`src/rtl/spi_mem_pkg.sv`:
```
// Shared types and constants for the SPI memory master: FSM states, opcode
// encodings, frame lengths and the default wait timeout.
package spi_mem_pkg;

  typedef enum logic [2:0] {
    IDLE,
    START,
    SHIFT,
    WAIT_READY,
    RECV,
    WAIT_DONE
  } state_e;

  localparam logic OP_WRITE = 1'b1;
  localparam logic OP_READ  = 1'b0;

  localparam int FRAME_LEN_RD    = 8;
  localparam int FRAME_LEN_WR    = 16;
  localparam int TIMEOUT_DEFAULT = 40;

  // Number of serial bits following the opcode for a given operation.
  function automatic logic [4:0] frame_len(input logic is_wr);
    if (is_wr == OP_WRITE) begin
      return 5'(FRAME_LEN_WR);
    end
    return 5'(FRAME_LEN_RD);
  endfunction

endpackage

```
`src/rtl/spi_mem_watchdog.sv`:
```
// Wait-state counter: held at zero while cleared, counts while enabled and
// flags expiry on the TIMEOUT-th enabled cycle.
module spi_mem_watchdog
  import spi_mem_pkg::*;
#(
  parameter int TIMEOUT = TIMEOUT_DEFAULT
) (
  input  logic clk,
  input  logic rstn,
  input  logic clear,
  input  logic enable,
  output logic expired
);

  localparam int CW = $clog2(TIMEOUT + 1);
  localparam logic [CW-1:0] LIMIT = CW'(TIMEOUT - 1);

  logic [CW-1:0] count_q;
  logic [CW-1:0] count_d;

  assign expired = enable && (count_q == LIMIT);

  always_comb begin
    count_d = count_q;
    if (clear) begin
      count_d = '0;
    end else if (enable && !expired) begin
      count_d = count_q + CW'(1);
    end
  end

  always_ff @(posedge clk or negedge rstn) begin
    if (!rstn) begin
      count_q <= '0;
    end else begin
      count_q <= count_d;
    end
  end

endmodule

```
`src/rtl/spi_mem_master.sv`:
```
// SPI master for a simple serial memory slave: sends opcode + LSB-first
// address (and data for writes), then waits for the slave handshake pulses.
module spi_mem_master
  import spi_mem_pkg::*;
#(
  parameter int TIMEOUT = TIMEOUT_DEFAULT
) (
  input  logic       clk,
  input  logic       rstn,
  input  logic       req,
  input  logic       wr,
  input  logic [7:0] addr,
  input  logic [7:0] din,
  output logic       busy,
  output logic       done,
  output logic       err,
  output logic [7:0] dout,
  output logic       cs,
  output logic       mosi,
  input  logic       miso,
  input  logic       ready,
  input  logic       op_done
);

  state_e      state_q, state_d;
  logic        is_wr_q, is_wr_d;
  logic [15:0] shift_q, shift_d;
  logic [4:0]  bit_cnt_q, bit_cnt_d;
  logic [7:0]  rx_q, rx_d;
  logic [7:0]  dout_q, dout_d;
  logic        cs_q, cs_d;
  logic        mosi_q, mosi_d;
  logic        busy_q, busy_d;
  logic        done_q, done_d;
  logic        err_q, err_d;

  logic wd_clear;
  logic wd_enable;
  logic wd_expired;

  // The watchdog only runs in the two handshake waits and is zeroed otherwise,
  // so each wait starts from a fresh count.
  assign wd_enable = (state_q == WAIT_READY) || (state_q == WAIT_DONE);
  assign wd_clear  = !wd_enable;

  spi_mem_watchdog #(
    .TIMEOUT(TIMEOUT)
  ) u_watchdog (
    .clk    (clk),
    .rstn   (rstn),
    .clear  (wd_clear),
    .enable (wd_enable),
    .expired(wd_expired)
  );

  always_comb begin
    state_d   = state_q;
    is_wr_d   = is_wr_q;
    shift_d   = shift_q;
    bit_cnt_d = bit_cnt_q;
    rx_d      = rx_q;
    dout_d    = dout_q;
    cs_d      = cs_q;
    mosi_d    = mosi_q;
    busy_d    = busy_q;
    done_d    = 1'b0;
    err_d     = 1'b0;

    case (state_q)
      IDLE: begin
        cs_d   = 1'b1;
        mosi_d = 1'b0;
        if (req) begin
          is_wr_d   = wr;
          shift_d   = {din, addr};
          bit_cnt_d = 5'd0;
          cs_d      = 1'b0;
          mosi_d    = wr;
          busy_d    = 1'b1;
          state_d   = START;
        end
      end

      // Opcode stays on mosi for two cycles so the slave can sample it.
      START: begin
        if (bit_cnt_q == 5'd0) begin
          bit_cnt_d = 5'd1;
        end else begin
          mosi_d    = shift_q[0];
          shift_d   = {1'b0, shift_q[15:1]};
          bit_cnt_d = 5'd1;
          state_d   = SHIFT;
        end
      end

      SHIFT: begin
        if (bit_cnt_q == frame_len(is_wr_q)) begin
          cs_d      = 1'b1;
          mosi_d    = 1'b0;
          bit_cnt_d = 5'd0;
          if (is_wr_q == OP_WRITE) begin
            state_d = WAIT_DONE;
          end else begin
            state_d = WAIT_READY;
          end
        end else begin
          mosi_d    = shift_q[0];
          shift_d   = {1'b0, shift_q[15:1]};
          bit_cnt_d = bit_cnt_q + 5'd1;
        end
      end

      WAIT_READY: begin
        if (ready) begin
          bit_cnt_d = 5'd0;
          state_d   = RECV;
        end else if (wd_expired) begin
          done_d  = 1'b1;
          err_d   = 1'b1;
          busy_d  = 1'b0;
          cs_d    = 1'b1;
          mosi_d  = 1'b0;
          state_d = IDLE;
        end
      end

      // Shifting in from the top leaves the first received bit in rx_q[0].
      RECV: begin
        rx_d      = {miso, rx_q[7:1]};
        bit_cnt_d = bit_cnt_q + 5'd1;
        if (bit_cnt_q == 5'd7) begin
          bit_cnt_d = 5'd0;
          state_d   = WAIT_DONE;
        end
      end

      WAIT_DONE: begin
        if (op_done) begin
          done_d  = 1'b1;
          busy_d  = 1'b0;
          state_d = IDLE;
          if (is_wr_q == OP_READ) begin
            dout_d = rx_q;
          end
        end else if (wd_expired) begin
          done_d  = 1'b1;
          err_d   = 1'b1;
          busy_d  = 1'b0;
          cs_d    = 1'b1;
          mosi_d  = 1'b0;
          state_d = IDLE;
        end
      end

      default: begin
        cs_d    = 1'b1;
        mosi_d  = 1'b0;
        busy_d  = 1'b0;
        state_d = IDLE;
      end
    endcase
  end

  always_ff @(posedge clk or negedge rstn) begin
    if (!rstn) begin
      state_q   <= IDLE;
      is_wr_q   <= 1'b0;
      shift_q   <= '0;
      bit_cnt_q <= '0;
      rx_q      <= '0;
      dout_q    <= '0;
      cs_q      <= 1'b1;
      mosi_q    <= 1'b0;
      busy_q    <= 1'b0;
      done_q    <= 1'b0;
      err_q     <= 1'b0;
    end else begin
      state_q   <= state_d;
      is_wr_q   <= is_wr_d;
      shift_q   <= shift_d;
      bit_cnt_q <= bit_cnt_d;
      rx_q      <= rx_d;
      dout_q    <= dout_d;
      cs_q      <= cs_d;
      mosi_q    <= mosi_d;
      busy_q    <= busy_d;
      done_q    <= done_d;
      err_q     <= err_d;
    end
  end

  assign busy = busy_q;
  assign done = done_q;
  assign err  = err_q;
  assign dout = dout_q;
  assign cs   = cs_q;
  assign mosi = mosi_q;

endmodule

```
`config.mk`:
```
export PLATFORM = sky130hd
export DESIGN_NAME = spi_mem_master
export DESIGN_NICKNAME = d
export VERILOG_FILES = /design/src/rtl/spi_mem_pkg.sv /design/src/rtl/spi_mem_watchdog.sv /design/src/rtl/spi_mem_master.sv
export SDC_FILE = /design/constraint.sdc
export NUM_CORES = 1
export LEC_CHECK = 0
export BUFFER_PORTS_ARGS = -buffer_cell sky130_fd_sc_hd__buf_2
export CAP_MARGIN = 20
export CORE_ASPECT_RATIO = 0.7
export CORE_MARGIN = 8
export CORE_UTILIZATION = 46
export CTS_BUF_LIST = sky130_fd_sc_hd__clkbuf_8
export CTS_CLUSTER_SIZE = 30
export DETAILED_ROUTE_END_ITERATION = 6
export GPL_ROUTABILITY_DRIVEN = 0
export PLACE_DENSITY = 0.66
export SLEW_MARGIN = 20
export SYNTH_ARGS = -nofsm -noshare
export SYNTH_HDL_FRONTEND = slang
export SYNTH_SLANG_ARGS = --single-unit
```
`constraint.sdc`:
```
create_clock -name clk -period 1.9 [get_ports clk]
set_input_delay 0.095 -clock clk [delete_from_list [all_inputs] [get_ports clk]]
set_output_delay 0.095 -clock clk [all_outputs]
set_load 0.1 [all_outputs]
```
==> Word level (Yosys, flattened, before mapping) <==
Index checks and enable logic that the tools add are counted.
{ "word_totals": {"regBits": 52, "inputBits": 23, "word_cells": 102, "output_inout_bits": 13} }
{ "op_classes": {"n_eq_ne": 17, "n_reduce_logical": 18, "muxes": 49, "bitwise_logic": 4, "n_addsub": 2} }
{ "op_table": {"columns": ["operator", "count"], "rows": [
  ["$mux W16", 3],
  ["$pmux W16 S3", 1],
  ["$mux W5", 7],
  ["$pmux W5 S5", 1],
  ["$mux W3", 8],
  ["$mux W1", 21],
  ["$ne A2 B2 Y1 const B", 9],
  ["$pmux W3 S6", 1],
  ["$reduce_and A4 Y1", 4],
  ["$mux W6", 2],
  ["$reduce_and A3 Y1", 3],
  ["$add A6 B1 Y6 const B", 1],
  ["$eq A3 B2 Y1 const B", 2],
  ["$eq A3 B3 Y1 const B", 2],
  ["$eq A6 B6 Y1 const B", 1],
  ["$pmux W1 S6", 1],
  ["$add A5 B1 Y5 const B", 1],
  ["$eq A5 B3 Y1 const B", 1],
  ["$eq A5 B5 Y1", 1],
  ["$logic_not A5 Y1", 1],
  ["$pmux W1 S5", 1],
  ["$reduce_bool A5 Y1", 1],
  ["$not A1 Y1", 4],
  ["$pmux W1 S2", 2],
  ["other kinds (10)", 11]
]} }

==> Depth between registers and ports, before layout <==
{ "logic_depth": {"ltp_word": 7, "ltp_mapped": 8} }

==> Hierarchy <==
Synthesis repeated with hierarchy kept, for this count alone.
{ "unflattened": {"cells_unflattened": 248, "area_unflattened_um2": 2836.5} }
{ "modules_own_cells": {"columns": ["module", "cells_per_inst", "area_each_um2", "seq_area_each_um2", "instances"], "rows": [
  ["spi_mem_master", 207, 2466.1, 1152.4, 1],
  ["spi_mem_watchdog", 41, 370.4, 150.1, 1]
]} }

==> Worst setup path before layout <==
OpenSTA, ideal clock, no wires.
{ "synth_path": {"path_kind": "register to register", "from": "reg u_watchdog.count_q[0]", "to": "reg state_q[1]", "arrival_time_ns": 1.511, "setup_ns": 0.101, "period_less_slack_ns": 1.611, "path_buffers": 1, "setup_slack_ns": 0.289, "stages_incl_launch_ff": 8, "t_required_ns": 1.799, "cell_sequence": "dfrtp_1 > ha_1 > nand2_1 > and2b_1 > buf_4 > o211ai_1 > nand3_1 > o32ai_1"} }
{ "synth_between": {"elab_chain_len": 5, "elab_cells_between_ends": 6} }
{ "synth_rtl": {"columns": ["item", "line_no", "text"], "rows": [
  ["start, declared", "spi_mem_watchdog.sv:18", "logic [CW-1:0] count_q;"],
  ["start signal, assigned", "spi_mem_watchdog.sv:36", "count_q <= count_d;"],
  ["$eq A6 B6 Y1 (*)", "spi_mem_watchdog.sv:21", "assign expired = enable && (count_q == LIMIT);"],
  ["$logic_and A1 B1 Y1 (*)", "spi_mem_watchdog.sv:21", null],
  ["$mux W3 (*)", null, null],
  ["$mux W3, on equally long branches", null, null],
  ["$pmux W3 S6 (*)", null, null],
  ["end signal, assigned", "spi_mem_master.sv:178", "state_q <= state_d;"],
  ["end, declared", "spi_mem_master.sv:25", "state_e state_q, state_d;"]
]} }
Mark *: on every way between the ends. The rest lies on a longest branch, timed or not.
A chain may end at the register's enable or synchronous reset.

==> Final worst setup path <==
{ "layout_path": {"from": "reg state_q[0]", "to": "reg bit_cnt_q[2]"} }
{ "layout_between": {"elab_chain_len": 3, "elab_cells_between_ends": 10} }
{ "layout_rtl": {"columns": ["item", "line_no", "text"], "rows": [
  ["$eq A3 B2 Y1, or another cell as far along", "spi_mem_master.sv:69", "case (state_q)"],
  ["$reduce_bool A5 Y1 (no line) / $ne A2 B2 Y1 (equally long branches)", null, null],
  ["$reduce_and A3 Y1 (no line)", null, null],
  ["end signal, assigned", "spi_mem_master.sv:181", "bit_cnt_q <= bit_cnt_d;"],
  ["end, declared", "spi_mem_master.sv:28", "logic [4:0] bit_cnt_q, bit_cnt_d;"]
]} }
Parallel ways exist; a longest one is shown, timed or not.

==> results.txt <==
The run finished with clean final reports. Number of antenna violations at the first check in global routing: 0. The synthesized netlist occupies a cell area of 0.00279 mm^2. The number of different library cells in the post-synthesis netlist was 58; the top fanout value on the critical path was 11. The worst setup path is captured at a flip-flop.

The cell family with the largest share of critical-path delay was compound AO/OA/AOI/OAI gates. The maximum resistive drop on vdd was 0.701 mV; the static leakage was 1.47 nW. The logs give 0.31 ns for the clock insertion delay at the later pin of the skew report and 2,039 for the vias after detailed routing. The repair_antennas step left the layout with diodes totalling 0. After clock tree synthesis, the clock-pin slew on the worst setup and hold paths is 0.10 ns.

In the final layout, the share of cells above drive strength 1 is 33.7%. Across every metal layer, demand over resource in global routing totals 13.1%. Library cell contributing the largest single delay on the critical path: sky130_fd_sc_hd__dfrtp_1. Dividing the synthesized area by the synthesized cell count gives 10.8 um^2.

The most used flip-flop cell after synthesis was sky130_fd_sc_hd__dfrtp_1. The synthesized design contains 52 register bits. Entering global routing, the biggest net connects 33 pins. In this run the remaining antenna-violating nets after routing total 0. The clock net in this run drives a total of 52 sinks. The switching power was 2.89 mW; the area of the die was 0.00885 mm^2. In this run the vertical extent of the chip is 81.1 um. In this run, the clock network consumes 13.0% of the power. In this run, flip-flops and latches consume 31.3% of the power. Number of iterations in the first detailed-routing pass: 4. The highest metal layer with signal wires was met4. The post-route fraction of the period consumed by the critical path came out at 99.7%.

The run gives 55.7% as the logic gate share of total power. The tools report the fill cell instance count of the final layout as 509. Counting every net in the synthesized netlist gives 283.

After layout, the minimum clock period comes to 1.90 ns. The number of max-slew violations in the final report is 0, and the number of global-route vias before repair is 1,945. In the synthesized netlist the async set-or-reset flop fraction comes to 100%. The clock passes through at most 2 buffers. Detailed routing placed a total of 418 um of wire on met3.

The critical path goes through nor2b_1 -> o21ai_0 -> o311ai_2 -> a21o_1 -> a22o_1. The setup path with the least slack is of type flip-flop to flip-flop. The cell count after synthesis came out at 257. Kind of start point of the critical path: a flip-flop. The tree is rooted in a sky130_fd_sc_hd__clkbuf_8. Count of buffers from port buffering: 35. The run gives 0 as the number of failing hold endpoints at the final stage. Synthesis warning total: 0. Setup repair after global routing left no endpoint under its margin. The largest incremental delay on the critical path works out to 0.54 ns. The logs give 2590 um for the routed length on met1 and 48.2% for the effective utilization at floorplan. The H-tree was split into 2 levels. The floorplan step set the die width to 109 um. In the detailed route, the total length drawn on met2 is 2390 um. The total setup buffers inserted after CTS was 0; the data arrival at the endpoint of the critical path was 2.09 ns.

Buffers inserted during clock tree synthesis total 5. Wires add up to 5460 um. The required time of the critical path came out at 2.09 ns.

The design draws 6.18 mW. The setup clock skew after layout is 0.0123 ns. The final net count was 322; the count of buffer and inverter cells on the critical path was 0.

For the pin with the worst max-slew slack, the measured transition is 0.577 ns. Across the run, the number of max-cap violations was 0. TritonCTS built the clock tree. The area growth from synthesis to layout is 15.1%. In this run the power density over the cells is 1930 mW/mm^2.

Pin placement for this block handled 36 I/O pins. For the fraction of the yosys area taken by sequential cells, the log shows 46.7%. The synthesized design contains 0 enable-type register cells. The number of DRC markers after the initial detailed-route iteration is 112. The class of the tightest hold or removal check is input pin to flip-flop. The logs give 23 for the number of rows in the core area and 0.00578 mm^2 for the area of the core region.

The internal power of the cells totals 3.30 mW. The total global routing overflow is 0, and the via density per instance is 5.48. The number of endpoints failing setup at the final stage was 0. For the top achievable clock speed, the log shows 528 MHz. The HPWL after detailed placement is 4000 um. For this run, design rule violations remaining after detail routing come to 0. Setup total negative slack on the finished layout was measured at 0 ns.

The routed length per instance is 14.7 um, and the wire length of the first global-routing pass is 9260 um. The switching power share of the total is 46.7%, and the tightest slew margin relative to the limit is 61.4%.
-- final timing paths --
path / from / endpoint / slack [ns] / cells after the start
setup / recovery: state_q[0]$_DFFE_PN0P_ / bit_cnt_q[2]$_DFFE_PN0P_ / 0.005 / 5
hold / removal: miso / rx_q[7]$_DFFE_PN0P_ / 0.01 / 2
setup reg to reg: state_q[0]$_DFFE_PN0P_ / bit_cnt_q[2]$_DFFE_PN0P_ / 0.005 / 5
hold reg to reg: shift_q[4]$_DFFE_PN0P_ / shift_q[4]$_DFFE_PN0P_ / 0.49 / 2
max in group asynchronous: rstn / u_watchdog.count_q[5]$_DFFE_PN0P_ / 1.04 / 3
min in group asynchronous: rstn / rx_q[0]$_DFFE_PN0P_ / 0.30 / 2
-- worst register-to-register path, stage by stage (launching register included) --
cell and delay [ns]:
sky130_fd_sc_hd__dfrtp_1 0.54, sky130_fd_sc_hd__nor2b_1 0.22, sky130_fd_sc_hd__o21ai_0 0.35, sky130_fd_sc_hd__o311ai_2 0.29, sky130_fd_sc_hd__a21o_1 0.22, sky130_fd_sc_hd__a22o_1 0.17
-- registers in the layout, indices dropped and copies added (netlist names) --
register	cells
err	1
shift_q	16
mosi	1
is_wr_q	1
dout	8
bit_cnt_q	5
state_q	3
cs	1
rx_q	8
done	1
busy	1
u_watchdog.count_q	6
-- cell usage after synthesis (2+ instances only) --
cell type / count / area (um^2)
sky130_fd_sc_hd__dfrtp_1: 51 / 1280
sky130_fd_sc_hd__nand2_1: 27 / 101
sky130_fd_sc_hd__nor2_1: 20 / 75.1
sky130_fd_sc_hd__mux2i_1: 18 / 180
sky130_fd_sc_hd__mux2_2: 17 / 191
sky130_fd_sc_hd__o21ai_2: 12 / 105
sky130_fd_sc_hd__inv_1: 9 / 33.8
sky130_fd_sc_hd__a21oi_1: 7 / 35.0
sky130_fd_sc_hd__buf_2: 6 / 30.0
sky130_fd_sc_hd__nand3_1: 6 / 30.0
sky130_fd_sc_hd__o21ai_0: 6 / 30.0
sky130_fd_sc_hd__o21ai_1: 6 / 30.0
sky130_fd_sc_hd__buf_6: 5 / 56.3
sky130_fd_sc_hd__nor3_1: 5 / 25.0
sky130_fd_sc_hd__ha_1: 3 / 37.5
sky130_fd_sc_hd__nand2b_4: 3 / 41.3
sky130_fd_sc_hd__o22ai_1: 3 / 18.8
sky130_fd_sc_hd__o32ai_1: 3 / 26.3
sky130_fd_sc_hd__xor2_1: 3 / 26.3
sky130_fd_sc_hd__a211o_1: 2 / 17.5
sky130_fd_sc_hd__a22o_1: 2 / 17.5
sky130_fd_sc_hd__a31oi_1: 2 / 12.5
sky130_fd_sc_hd__buf_4: 2 / 15.0
sky130_fd_sc_hd__nand2b_1: 2 / 12.5
sky130_fd_sc_hd__nor2b_1: 2 / 12.5
sky130_fd_sc_hd__nor3b_1: 2 / 15.0
sky130_fd_sc_hd__o21bai_1: 2 / 15.0
-- per-layer routing --
layer,up-vias,global-route usage (%)
met3,7,3.08
li1,996,-
met2,68,19.8
met4,0,4.08
met5,-,0
met1,968,18.1
-- cells by family after synthesis --
logic type / count (synthesis) / synth area share, %
XOR/XNOR: 4 / 1.26
buffers and inverters: 23 / 5.39
flip-flops: 52 / 46.7
AND/OR/NAND/NOR: 81 / 15.5
AO/OA/AOI/OAI: 59 / 16.4
multiplexers: 35 / 13.3
adder cells (fa/ha/maj): 3 / 1.35
-- power groups by stage --
stage / Clock [mW] / Sequential [mW] / Combinational [mW]
finish: 0.804 / 1.94 / 3.44
global route: 0.874 / 2.01 / 3.72
CTS: 0.826 / 1.94 / 3.42
detailed placement: 0 / 1.96 / 3.41
global placement: 0 / 1.94 / 3.36
floorplan: 0 / 2.63 / 2.13
-- metrics by stage --
step | util [%] | hold slack (ns) | setup WS, ns | cells | cell area (um^2)
global placement | 52.8 | 0.114 | 0.102 | 363 | 3050
floorplan | - | -0.201 | 0.289 | 257 | 2790
CTS | 55.1 | 0.00866 | 0.0957 | 372 | 3180
global route | 55.5 | 0.0126 | 0.00402 | 372 | 3210
finish | 55.5 | 0.0123 | 0.00487 | 372 | 3210
detailed placement | 52.8 | 0.120 | 0.114 | 363 | 3050
-- placed cells by master (no fill, tap or decap), types with 7 or more instances in the layout --
| cell | Yosys | layout |
|---|---|---|
| sky130_fd_sc_hd__buf_2 | 6 | 35 |
| sky130_fd_sc_hd__inv_1 | 9 | 9 |
| sky130_fd_sc_hd__dfrtp_1 | 51 | 51 |
| sky130_fd_sc_hd__buf_4 | 2 | 7 |
| sky130_fd_sc_hd__o21ai_2 | 12 | 12 |
| sky130_fd_sc_hd__nand2_1 | 27 | 27 |
| sky130_fd_sc_hd__nor2_1 | 20 | 20 |
| sky130_fd_sc_hd__mux2i_1 | 18 | 18 |
| sky130_fd_sc_hd__mux2_2 | 17 | 17 |
-- final cells by class --
type / instances / area, um^2 / share of cell area [%]
flip-flops and latches: 52 / 1300 / 40.6
repair buffers: 46 / 298 / 9.28
inverters: 9 / 33.8 / 1.05
multi-input cells: 182 / 1360 / 42.4
clock inverters: 2 / 38.8 / 1.21
clock buffers: 6 / 82.6 / 2.57
well taps: 75 / 93.8 / 2.93
-- timing repair --
| item | 4_1_cts | 5_1_grt |
|---|---|---|
| endpoints found under the setup margin | 0 | 21 |
| hold buffers | 1 | 0 |
| endpoints found under the hold margin | 21 | 0 |
| resized for setup | 0 | 5 |
(Power assumes the default switching activity.)
